===== src/rtl/renkon_pkg.sv =====
// Shared constants and FSM encoding for the renkon convolution controller.
package renkon_pkg;
  localparam int DWIDTH   = 16;
  localparam int FSIZE    = 5;
  localparam int FACCUM   = 10;
  localparam int LWIDTH   = 10;
  localparam int CONV_LAT = 4;

  typedef enum logic [2:0] {
    IDLE  = 3'd0,
    WLOAD = 3'd1,
    CONV  = 3'd2,
    DRAIN = 3'd3,
    DONE  = 3'd4
  } state_t;
endpackage


===== src/rtl/conv_ctrl_if.sv =====
// Job request/ack and memory-control bundle of the convolution controller.
interface conv_ctrl_if #(
  parameter int LWIDTH = renkon_pkg::LWIDTH,
  parameter int FACCUM = renkon_pkg::FACCUM
);
  // req is sampled only while the controller is idle; busy covers the job
  // from the cycle after acceptance, and a single-cycle ack (busy low) ends it.
  logic              req;
  logic [LWIDTH-1:0] n_in;
  logic [LWIDTH-1:0] out_size;
  logic              ack;
  logic              busy;
  logic              wreg_we;
  logic [LWIDTH+4:0] w_addr;
  logic              pix_en;
  logic              mem_feat_we;
  logic              mem_feat_rst;
  logic [FACCUM-1:0] mem_feat_addr;
  logic [FACCUM-1:0] mem_feat_addr_d;
  logic              out_en;
  renkon_pkg::state_t dbg_state;

  modport master (
    output req, n_in, out_size,
    input  ack, busy, wreg_we, w_addr, pix_en, mem_feat_we, mem_feat_rst,
           mem_feat_addr, mem_feat_addr_d, out_en, dbg_state
  );

  modport slave (
    input  req, n_in, out_size,
    output ack, busy, wreg_we, w_addr, pix_en, mem_feat_we, mem_feat_rst,
           mem_feat_addr, mem_feat_addr_d, out_en, dbg_state
  );
endinterface


===== src/rtl/ctrl_delay.sv =====
// Fixed-depth shift pipeline that aligns control bits with the datapath latency.
module ctrl_delay #(
  parameter int WIDTH = 1,
  parameter int DEPTH = 4
) (
  input  logic             clk,
  input  logic             xrst,
  input  logic [WIDTH-1:0] din,
  output logic [WIDTH-1:0] dout
);
  logic [WIDTH-1:0] pipe [DEPTH];

  always_ff @(posedge clk or negedge xrst) begin
    if (!xrst) begin
      for (int i = 0; i < DEPTH; i++) pipe[i] <= '0;
    end else begin
      pipe[0] <= din;
      for (int i = 1; i < DEPTH; i++) pipe[i] <= pipe[i-1];
    end
  end

  assign dout = pipe[DEPTH-1];
endmodule


===== src/rtl/conv_ctrl.sv =====
// Sequencer for one output channel: per input channel, load weights, sweep the
// output map, then drain the datapath before moving to the next channel.
module conv_ctrl #(
  parameter int FSIZE    = renkon_pkg::FSIZE,
  parameter int FACCUM   = renkon_pkg::FACCUM,
  parameter int LWIDTH   = renkon_pkg::LWIDTH,
  parameter int CONV_LAT = renkon_pkg::CONV_LAT
) (
  input logic        clk,
  input logic        xrst,
  conv_ctrl_if.slave bus
);
  import renkon_pkg::state_t;
  import renkon_pkg::IDLE;
  import renkon_pkg::WLOAD;
  import renkon_pkg::CONV;
  import renkon_pkg::DRAIN;
  import renkon_pkg::DONE;

  localparam int KW  = (FSIZE * FSIZE > 1) ? $clog2(FSIZE * FSIZE) : 1;
  localparam int DW  = (CONV_LAT > 1) ? $clog2(CONV_LAT) : 1;
  localparam int PDW = FACCUM + 3;
  localparam logic [KW-1:0] KLAST = KW'(FSIZE * FSIZE - 1);
  localparam logic [DW-1:0] DLAST = DW'(CONV_LAT - 1);

  state_t            state, state_n;
  logic [LWIDTH-1:0] n_lat, ch, ch_next;
  logic [FACCUM-1:0] npix, npix_in, addr;
  logic [KW-1:0]     kcnt;
  logic [DW-1:0]     dcnt;
  logic [LWIDTH+4:0] w_addr;
  logic              wreg_we, pix_en, ack, busy;
  logic              first_ch, last_ch;
  logic [PDW-1:0]    pipe_in, pipe_out;

  assign ch_next  = ch + 1'b1;
  assign npix_in  = FACCUM'(bus.out_size * bus.out_size);
  assign first_ch = (ch == '0);
  assign last_ch  = (ch_next == n_lat);

  always_ff @(posedge clk or negedge xrst) begin
    if (!xrst) state <= IDLE;
    else       state <= state_n;
  end

  always_comb begin
    state_n = state;
    wreg_we = 1'b0;
    pix_en  = 1'b0;
    ack     = 1'b0;
    busy    = 1'b0;
    case (state)
      IDLE: if (bus.req) state_n = WLOAD;
      WLOAD: begin
        busy    = 1'b1;
        wreg_we = 1'b1;
        // An empty output map skips the sweep but still drains.
        if (kcnt == KLAST) state_n = (npix == '0) ? DRAIN : CONV;
      end
      CONV: begin
        busy   = 1'b1;
        pix_en = 1'b1;
        if (addr == npix - 1'b1) state_n = DRAIN;
      end
      DRAIN: begin
        busy = 1'b1;
        if (dcnt == DLAST) state_n = last_ch ? DONE : WLOAD;
      end
      DONE: begin
        ack     = 1'b1;
        state_n = IDLE;
      end
      default: state_n = IDLE;
    endcase
  end

  // w_addr runs continuously across channels, so each channel starts at ch*FSIZE**2.
  always_ff @(posedge clk or negedge xrst) begin
    if (!xrst) begin
      n_lat  <= '0;
      npix   <= '0;
      ch     <= '0;
      kcnt   <= '0;
      dcnt   <= '0;
      addr   <= '0;
      w_addr <= '0;
    end else begin
      case (state)
        IDLE: if (bus.req) begin
          n_lat  <= (bus.n_in == '0) ? LWIDTH'(1) : bus.n_in;
          npix   <= npix_in;
          ch     <= '0;
          kcnt   <= '0;
          dcnt   <= '0;
          addr   <= '0;
          w_addr <= '0;
        end
        WLOAD: begin
          w_addr <= w_addr + 1'b1;
          kcnt   <= (kcnt == KLAST) ? '0 : kcnt + 1'b1;
        end
        CONV: addr <= (addr == npix - 1'b1) ? '0 : addr + 1'b1;
        DRAIN: begin
          dcnt <= (dcnt == DLAST) ? '0 : dcnt + 1'b1;
          if (dcnt == DLAST) ch <= ch_next;
        end
        default: ;
      endcase
    end
  end

  assign pipe_in = {pix_en, addr, pix_en & first_ch, pix_en & last_ch};

  ctrl_delay #(.WIDTH(PDW), .DEPTH(CONV_LAT)) u_delay (
    .clk  (clk),
    .xrst (xrst),
    .din  (pipe_in),
    .dout (pipe_out)
  );

  assign bus.mem_feat_we     = pipe_out[PDW-1];
  assign bus.mem_feat_addr_d = pipe_out[PDW-2:2];
  assign bus.mem_feat_rst    = pipe_out[1];
  assign bus.out_en          = pipe_out[0];
  assign bus.ack             = ack;
  assign bus.busy            = busy;
  assign bus.wreg_we         = wreg_we;
  assign bus.w_addr          = w_addr;
  assign bus.pix_en          = pix_en;
  assign bus.mem_feat_addr   = addr;
  assign bus.dbg_state       = state;
endmodule

===== src/flat_wrapper.sv =====
// flat-port wrapper written by rule: the top's interface ports become plain ports
module conv_ctrl_flat import renkon_pkg::state_t; import renkon_pkg::IDLE; import renkon_pkg::WLOAD; import renkon_pkg::CONV; import renkon_pkg::DRAIN; import renkon_pkg::DONE;
#(
  parameter int FSIZE    = renkon_pkg::FSIZE,
  parameter int FACCUM   = renkon_pkg::FACCUM,
  parameter int LWIDTH   = renkon_pkg::LWIDTH,
  parameter int CONV_LAT = renkon_pkg::CONV_LAT
)
  (clk, xrst, bus_req, bus_n_in, bus_out_size, bus_ack, bus_busy, bus_wreg_we, bus_w_addr, bus_pix_en, bus_mem_feat_we, bus_mem_feat_rst, bus_mem_feat_addr, bus_mem_feat_addr_d, bus_out_en, bus_dbg_state);
  conv_ctrl_if #(.LWIDTH(LWIDTH), .FACCUM(FACCUM)) bus_i ();
  input logic clk;
  input logic xrst;
  input wire logic [$bits(bus_i.req)-1:0] bus_req;
  input wire logic [$bits(bus_i.n_in)-1:0] bus_n_in;
  input wire logic [$bits(bus_i.out_size)-1:0] bus_out_size;
  output wire logic [$bits(bus_i.ack)-1:0] bus_ack;
  output wire logic [$bits(bus_i.busy)-1:0] bus_busy;
  output wire logic [$bits(bus_i.wreg_we)-1:0] bus_wreg_we;
  output wire logic [$bits(bus_i.w_addr)-1:0] bus_w_addr;
  output wire logic [$bits(bus_i.pix_en)-1:0] bus_pix_en;
  output wire logic [$bits(bus_i.mem_feat_we)-1:0] bus_mem_feat_we;
  output wire logic [$bits(bus_i.mem_feat_rst)-1:0] bus_mem_feat_rst;
  output wire logic [$bits(bus_i.mem_feat_addr)-1:0] bus_mem_feat_addr;
  output wire logic [$bits(bus_i.mem_feat_addr_d)-1:0] bus_mem_feat_addr_d;
  output wire logic [$bits(bus_i.out_en)-1:0] bus_out_en;
  output wire logic [$bits(bus_i.dbg_state)-1:0] bus_dbg_state;
  assign bus_i.req = bus_req;
  assign bus_i.n_in = bus_n_in;
  assign bus_i.out_size = bus_out_size;
  assign bus_ack = bus_i.ack;
  assign bus_busy = bus_i.busy;
  assign bus_wreg_we = bus_i.wreg_we;
  assign bus_w_addr = bus_i.w_addr;
  assign bus_pix_en = bus_i.pix_en;
  assign bus_mem_feat_we = bus_i.mem_feat_we;
  assign bus_mem_feat_rst = bus_i.mem_feat_rst;
  assign bus_mem_feat_addr = bus_i.mem_feat_addr;
  assign bus_mem_feat_addr_d = bus_i.mem_feat_addr_d;
  assign bus_out_en = bus_i.out_en;
  assign bus_dbg_state = bus_i.dbg_state;
  conv_ctrl #(.FSIZE(FSIZE), .FACCUM(FACCUM), .LWIDTH(LWIDTH), .CONV_LAT(CONV_LAT)) u_core (.clk(clk), .xrst(xrst), .bus(bus_i));
endmodule

===== config.mk =====
export PLATFORM = sky130hd
export DESIGN_NAME = conv_ctrl_flat
export DESIGN_NICKNAME = d
export VERILOG_FILES = /design/src/rtl/renkon_pkg.sv /design/src/rtl/conv_ctrl_if.sv /design/src/rtl/ctrl_delay.sv /design/src/rtl/conv_ctrl.sv /design/src/flat_wrapper.sv
export SDC_FILE = /design/constraint.sdc
export NUM_CORES = 1
export LEC_CHECK = 0
export ABC_AREA = 1
export CAP_MARGIN = 0
export CORE_ASPECT_RATIO = 0.8
export CORE_MARGIN = 10
export CORE_UTILIZATION = 35
export CTS_CLUSTER_SIZE = 24
export DETAILED_ROUTE_END_ITERATION = 6
export GPL_TIMING_DRIVEN = 0
export SYNTH_ARGS = -nofsm -noshare
export SYNTH_HDL_FRONTEND = slang
export SYNTH_SLANG_ARGS = --single-unit

===== constraint.sdc =====
create_clock -name clk -period 3.6 [get_ports clk]
set_clock_uncertainty 0.1 [all_clocks]
set_input_delay 0.72 -clock clk [delete_from_list [all_inputs] [get_ports clk]]
set_output_delay 0.72 -clock clk [all_outputs]
set_load 0.005 [all_outputs]

---- After elaboration in Yosys (flattened, before gate mapping) ----
Index checks and enable logic that the tools add are counted.
word-level totals
  output and inout bits ................... 45
  input bits .............................. 23
  logic and storage cells ................. 72
  bits in registers ....................... 117
cells by class
  multipliers ............................. 1
  reduce and logical (&&, ||, !) cells .... 14
  eq/ne operators ......................... 12
  bitwise gates (word level) .............. 2
  multiplexer cells ....................... 25
  $add $sub $neg .......................... 6
operators by type and width
  cell                     number
  $mux W10                 4
  $pmux W10 S2             2
  $logic_not A10 Y1        3
  $pmux W15 S2             1
  $add A10 B1 Y10 const B  2
  $eq A10 B10 Y1           2
  $add A15 B1 Y15 const B  1
  $mux W15                 1
  $mux W3                  5
  $pmux W3 S4              1
  $mul A10 B10 Y10         1
  $mux W5                  2
  $pmux W5 S2              1
  $sub A10 B1 Y10 const B  1
  $reduce_and A2 Y1        4
  $eq A3 B2 Y1 const B     2
  $ne A2 B1 Y1 const B     3
  $reduce_bool A2 Y1       3
  $add A5 B1 Y5 const B    1
  $eq A5 B5 Y1 const B     1
  $mux W1                  5
  $mux W2                  2
  $pmux W2 S2              1
  $reduce_and A4 Y1        1
  other kinds (9)          10

---- Logic depth before layout (Yosys ltp) ----
Gate-level depths: netlist of run 1.
  depth after elaboration ................. 5
  gate-level depth with buffers ........... 21
  gate-level depth less buffers ........... 20

---- Modules after synthesis ----
Synthesis of run 1 repeated with hierarchy kept, for this count alone.
second synthesis, totals
  cells, all modules ...................... 745
  area total of the unflattened synthesis .. 6,431.2 um2
by module, submodules not included
  module      sequential area each (um2)  area an instance (um2)  cells each  instances
  conv_ctrl   1,601.5                     5,032.3                 680         1
  ctrl_delay  1,301.2                     1,398.8                 65          1

---- Worst setup path before layout of run 1 ----
OpenSTA, ideal clock, no wires.
  kind .................................... input-to-reg
  start point ............................. in bus_out_size[1]
  end point ............................... reg u_core.npix[9]
  arrival time ............................ 4,497 ps
  data required time ...................... 3,370 ps
  setup time .............................. 130 ps
  setup slack ............................. -1,128 ps
  path buffers ............................ 1
  stages .................................. 15
  path through ............................ clkbuf_1 -> nand2_1 -> fa_1 -> fa_1 -> fa_1 -> fa_1 -> fa_1 -> inv_1 -> ha_1 -> a21oi_1 -> o21ai_0 -> a31oi_1 -> nand3_1 -> nand2_1 -> a21oi_1
between the ends
  word-level cells in the longest chain between the ends .. 1
RTL lines
  what                  RTL line            RTL
  from (decl)           flat_wrapper.sv:15  input wire logic [$bits(bus_i.out_size)-1:0] bus_out_size;
  $mul A10 B10 Y10      conv_ctrl.sv:37     assign npix_in = FACCUM'(bus.out_size * bus.out_size);
  to (signal assigned)  conv_ctrl.sv:91     npix <= npix_in;
  to (decl)             conv_ctrl.sv:28     logic [FACCUM-1:0] npix, npix_in, addr;
No other way between the ends.
A chain may end at the register's enable or synchronous reset.

---- Worst setup path in the final report of run 1 ----
  start point ............................. in bus_out_size[5]
  end point ............................... reg u_core.npix[9]
Same word-level chain as after synthesis.

==> results of run 1 <==
## routing by layer
layer / share of wire / GRT usage / vias to the layer above
met2: 0.43 / 0.1710 / 97
met4: 0.017 / 0.04977 / 0
met1: 0.49 / 0.1596 / 2190
li1: - / - / 2447
met3: 0.062 / 0.03538 / 17
met5: 0 / 0 / -
## logic make-up after synthesis
kind of cell               after synthesis  synth area share
AOI/OAI and AO/OA                       79           0.06989
xor gates and xnor gates                29           0.04019
muxes                                    2          0.003366
buffers and inverters                  152            0.1029
and+or+nand+nor                        292            0.2158
adders and majority gates               44            0.1085
DFF                                    116            0.4593
## placed cells by master, fill, tap and decap left out, types with 3 or more instances in the layout
cell type,netlist,layout
a21oi_1,14,10
a21oi_2,1,5
buf_12,0,3
buf_2,4,5
buf_4,20,29
buf_6,0,5
bufinv_16,0,3
clkbuf_1,4,3
clkbuf_16,0,17
clkdlybuf4s50_1,0,56
clkinv_4,0,4
clkinvlp_4,0,3
dfrtp_1,116,116
fa_1,18,16
ha_1,26,22
ha_4,0,4
inv_1,112,105
inv_2,11,17
inv_6,0,3
nand2_1,162,153
nand2_2,3,8
nand2_4,2,5
nand3_1,41,41
nand3b_1,7,7
nand4_1,8,8
nor2_1,39,38
nor2_2,4,4
nor2_4,5,6
nor3_1,9,9
nor3_4,3,3
o21ai_0,37,33
o21ai_1,2,5
o22ai_1,16,16
xnor2_1,11,11
xor2_1,18,18
## what timing repair did
action / CTS / global route
hold endpoints to repair: 0 / 0
gates resized for setup: 47 / 24
pin swaps: 17 / 25
setup buffers: 3 / 8
endpoints found under the setup margin: 4 / 4
## through the flow
step,std cells,TNS [ns],util,cell area [sq um],power [mW]
CTS,1040,-2.109,0.4581,8034,5.587
finish,1047,-1.994,0.4648,8152,5.589
floorplan,714,-2.336,-,6425,3.165
detailed placement,1005,-5.971,0.4211,7386,3.799
global route,1047,-2.623,0.4648,8152,6.041
global placement,1004,-324.57,0.4195,7357,3.765
## worst max-delay path, cell delays in order
cell and delay (ns):
buf_12 0.10, nand2_8 0.05, fa_1 0.51, fa_1 0.58, fa_1 0.45, fa_1 0.49
fa_1 0.54, inv_2 0.05, ha_4 0.24, a21oi_2 0.12, o21ai_1 0.08, a31oi_2 0.19
nand3_1 0.12, nand2_2 0.10, a21oi_2 0.05
## sequential cells by signal, summed over array words and instances (netlist names)
register                  cells
u_core.u_delay.pipe          39
u_core.bus.dbg_state          3
u_core.ch                    10
u_core.u_delay.dout          13
u_core.bus.w_addr            15
u_core.n_lat                 10
u_core.npix                   9
u_core.dcnt                   2
u_core.bus.mem_feat_addr     10
u_core.kcnt                   5
## final timing paths
check,startpoint,endpoint,slack [ns],cells after the start
worst max-delay path,bus_out_size[5],u_core.npix[9]$_DFFE_PN0P_,-0.62,15
worst min-delay path,xrst,u_core.bus.w_addr[2]$_DFFE_PN0P_,0.08,1
worst max register to register,u_core.ch[0]$_DFFE_PN0P_,u_core.bus.dbg_state[2]$_DFFE_PN0P_,1.41,12
worst min register to register,u_core.u_delay.pipe[46]$_DFF_PN0_,u_core.u_delay.pipe[33]$_DFF_PN0_,0.24,0
max in group asynchronous,xrst,u_core.ch[5]$_DFFE_PN0P_,2.64,2
min in group clk,u_core.u_delay.pipe[46]$_DFF_PN0_,u_core.u_delay.pipe[33]$_DFF_PN0_,0.24,0
## power by group through the flow
stage	logic (mW)	clock network [mW]	registers, mW
after global placement	1.95	0	1.81
after detailed placement	1.98	0	1.82
after global routing	2.39	1.81	1.84
final	2.08	1.71	1.79
after floorplan	1.40	0	1.77
after CTS	2.04	1.75	1.80
## area by class of cell
class | count | area [sq um]
fill | 1663 | 9388
multi-input combinational | 446 | 2905
sequential | 116 | 2903
timing repair buffer | 77 | 800.8
inverter | 124 | 467.9
clock buffer | 18 | 429.2
tap | 225 | 281.5
buffer | 27 | 185.2
clock inverter | 14 | 178.9
==> metrics.md, run 1 <==
| Metric | Value |
|---|---|
| Wire per inst | 12.70 um |
| Nets | 876 |
| Num rows | 43 |
| Min Hold Slack | 0.07824 ns |
| First-pass GRT wire length | 22.78 mm |
| Fraction of layout cells with a size suffix above 1 | 0.1715 |
| Setup violators final | 4 |
| Full die area | 23870 sq um |
| Area contributors post-synth | dfrtp_1 (46%), nand2_1 (9.6%), inv_1 (6.7%), fa_1 (5.7%), ha_1 (5.1%) |
| I/O Pins | 68 |
| Maxcap violations | 0 |
| H-tree depth | 4 |
| Register share of total power | 0.321 |
| Largest net degree at the start of global routing | 84 |
| Clock Path Buffers | 2 |
| Min-Delay Path Class | input port to async pin |
| Gpl congestion | 0.8469 |
| Pre-CTS WS | -1.829 ns |
| Antenna viol nets, final | 0 |
| CP endpoint kind | register |
| Global route overflow | 0 |
| Die Ht | 140.2 um |
| Synth area leader | dfrtp_1 |
| Relative slew slack | 0.5964 |
| Cell variety after synth | 41 |
| Post-Syn Area | 6320 sq um |
| P_leak | 3.977 nW |
| Mean post-synth cell area | 8.851 sq um |
| Port buffer count | 65 |
| Post-synth top area share | 0.4593 |
| P_sw | 1.989 mW |
| Vias in the first global route | 4684 |
| First-pass DRT Iterations | 4 |
| Final Hold Vio Count | 0 |
| Gr usage total | 0.1181 |
| WP data required | 3.78 ns |
| Area grow syn2layout | 28.98% |
| Worst Setup Start Kind | input port |
| Initial antenna violation count | 0 |
| Final min period | 4.218 ns |
| Post-synth EDFFs | 0 |
| Core ar. | 17540 sq um |
| Critical path fanouts, max | 4 |
| Actual slew at the worst max-slew pin | 0.6054 ns |
| Clk slew on worst S/H paths | 0.05 ns |
| CTS sink count | 116 |
| Die W | 170.2 um |
| Async SR Flop Fraction | 1.000 |
| Synth cell count leaders | nand2_1 (162), dfrtp_1 (116), inv_1 (112) |
| DRC viols | 0 |
| Crit Path Class | input port to register |
| ANT cells | 0 |
| Pwr Density | 685.6 nW/um^2 |
| CTS tree | built |
| Status | complete, but fails checks |
| Switching Fraction | 0.3559 |
| Top_reg_cell synth | dfrtp_1 |
| Sequential share of the synthesized area | 0.4593 |
| Starting Density | 0.3603 |
| Logic gate share of total power | 0.373 |
| Peak supply drop | 392.0 uV |
| Syn Inst Count | 714 |
| Mapped Nets | 781 |
| Clk_lat worst skew | 0.42 ns |
| Routed vias | 4751 |
| Final wirelength | 13.30 mm |
| Synthesized flop and latch total | 116 |
| Clock network fraction of total power | 0.306 |
| Iteration-0 DRC Markers | 269 |
| Max Freq | 237.1 MHz |
| CP arrival | 4.40 ns |
| CTS Buf Count | 17 |
| Hold-fix buffers at CTS | 0 |
| CTS root buffer | clkbuf_16 |
| Max Slew Vio Count | 0 |
| Period utilization | 1.172 |
| Synth warn | 0 |
| RSZ-0062 raised after global routing | yes |
| Failing checks | negative setup slack |
| DP Wirelength | 10.05 mm |
| Most common cell in the netlist | nand2_1 |
| Internal power | 3.600 mW |
| Final setup margin | -0.6181 ns |
| Via density | 4.538 |
(Power assumes the default switching activity.)
==> run 2: changes to the inputs <==
CTS_CLUSTER_DIAMETER = 120   (was default)
==> results of run 2 <==
Final layout, timing and power as in run 1 (identical DEF).
==> variant, RTL diff (flow settings as in run 2) <==
The package constant `LWIDTH` goes from 10 to 5.
--- a/src/rtl/renkon_pkg.sv
+++ b/src/rtl/renkon_pkg.sv
@@ -5,3 +5,3 @@
   localparam int FACCUM   = 10;
-  localparam int LWIDTH   = 10;
+  localparam int LWIDTH   = 5;
   localparam int CONV_LAT = 4;
Interface: changed (resized bus_n_in, bus_out_size and bus_w_addr); port bits go from 68 to 53. The function was not compared with the original's and may differ.
==> variant against run 2 <==
- final area decreased by 29%
- register-to-register slack improved by 0.15 ns
- total power decreased by 32%
- sequential cell count decreased by 15
- setup slack improved by 0.80 ns
- area after synthesis decreased by 26%
- sequential share of layout area increased by 8.1 points
- routed wire length decreased by 31%
- non-clock buffer count decreased by 26
- highest routed layer unchanged
==> variant: results (changes against run 2) <==
Outcome
  – Outcome: finished, final reports clean

Place
  – Routability congestion estimate: 0.821 (-3.1%)
  – Hpwl dp: 6.94 mm (-31%)
  – Port buffer count: 51 (-22%)
  – Pre-CTS WS: -0.750 ns (+1.08 ns)
  – Placed Area: 5460 um^2 (-26%)
  – Inst Count DP: 729 (-27%)

Clock network
  – # H-tree levels: 3 (-1)
  – Post-CTS setup buffers: 0 (-3)
  – CTS Buf Count: 9 (-8)

Cells and area
  – Final Non-Filler Cells: 745 (-29%)
  – Layout cells sized above 1: 0.123 (-0.0487)

Route
  – WL met3: 537 um (-35%)
  – Routed wire length: 9.20 mm (-31%)
  – Met2 WL: 4.02 mm (-29%)
  – Avg Vias per Cell: 4.57 (+0.69%)
  – Iter 0 DRT Violations: 209 (-22%)

Yosys
  – Post-synth top cells: 106 x nand2_1, 101 x dfrtp_1, 66 x inv_1
  – Synth Instances: 502 (-30%)
  – Cell variety after synth: 39 (-4.9%)
  – Area contributors post-synth: dfrtp_1 54%, nand2_1 8.5%, inv_1 5.3%
  – Seq/Total Area, Yosys: 0.539 (+0.0801)

Power and ir drop
  – Total sequential power: 1.56 mW (-13%)
  – Worst-case vdd ir drop: 0.256 mV (-35%)
  – Net Sw Power: 1.33 mW (-33%)

GRT
  – Grt met2 use: 0.158 (-0.0132)
  – Met3 Track Usage GR: 0.0270 (-0.00837)

Timing
  – Max_slew headroom: 0.578 (-0.0184)

Worst setup path
  – CP peak stage delay: 0.53 ns (-0.05 ns)
## variant: cell types whose count changed after synthesis, sizes merged, moves of 4 or more
cell    delta
fa        -16
xnor2      -7
nand2     -59
xor2       -7
a21oi      -4
o21ai     -10
nand3      -5
inv       -55
ha         -8
dfrtp     -15
nand3b     -4
o22ai      -5
nor3       -7
## variant: kinds of logic after synthesis
group | count (synthesis) | share of synthesized area
mux | 1 | 0.00214
buf+inv | 94 | 0.0956
flops | 101 | 0.539
simple gates | 208 | 0.200
fa+ha+maj | 20 | 0.0566
xor+xnor | 15 | 0.0280
compound gates | 63 | 0.0780
## variant: worst reg2reg max path, delay by kind of cell (launching register included)
family,cells,cell delay (ns)
adder cells (fa/ha/maj),1,0.33
XOR/XNOR,1,0.16
AND/OR/NAND/NOR,6,0.84
buffers and inverters,1,0.10
flip-flops,1,0.43
## variant: area by class of cell
cell class | instances | area (um^2)
Multi-Input combinational cell | 307 | 1740
Clock inverter | 6 | 82.6
Clock buffer | 10 | 229
Buffer | 26 | 203
Fill cell | 1227 | 7190
Sequential cell | 101 | 2530
Timing Repair Buffer | 52 | 520
Tap cell | 175 | 219
Inverter | 68 | 255
## variant: path summary, 6_finish.rpt
path,startpoint,endpoint,slack (ns),cells after the start
setup / recovery,bus_out_size[1],u_core.npix[8],0.18,15
hold / removal,u_core.u_delay.pipe[38],u_core.u_delay.pipe[25],0.25,0
setup reg to reg,u_core.ch[0],u_core.bus.dbg_state[2],1.56,9
hold reg to reg,u_core.u_delay.pipe[38],u_core.u_delay.pipe[25],0.25,0
max in group asynchronous,xrst,u_core.u_delay.dout[7],2.46,2
min in group asynchronous,xrst,u_core.bus.w_addr[6],0.28,1
## variant: timing repair
action,4_1_cts,5_1_grt
gates resized for setup,12,12
endpoints found under the setup margin,4,2
pin swaps,0,2
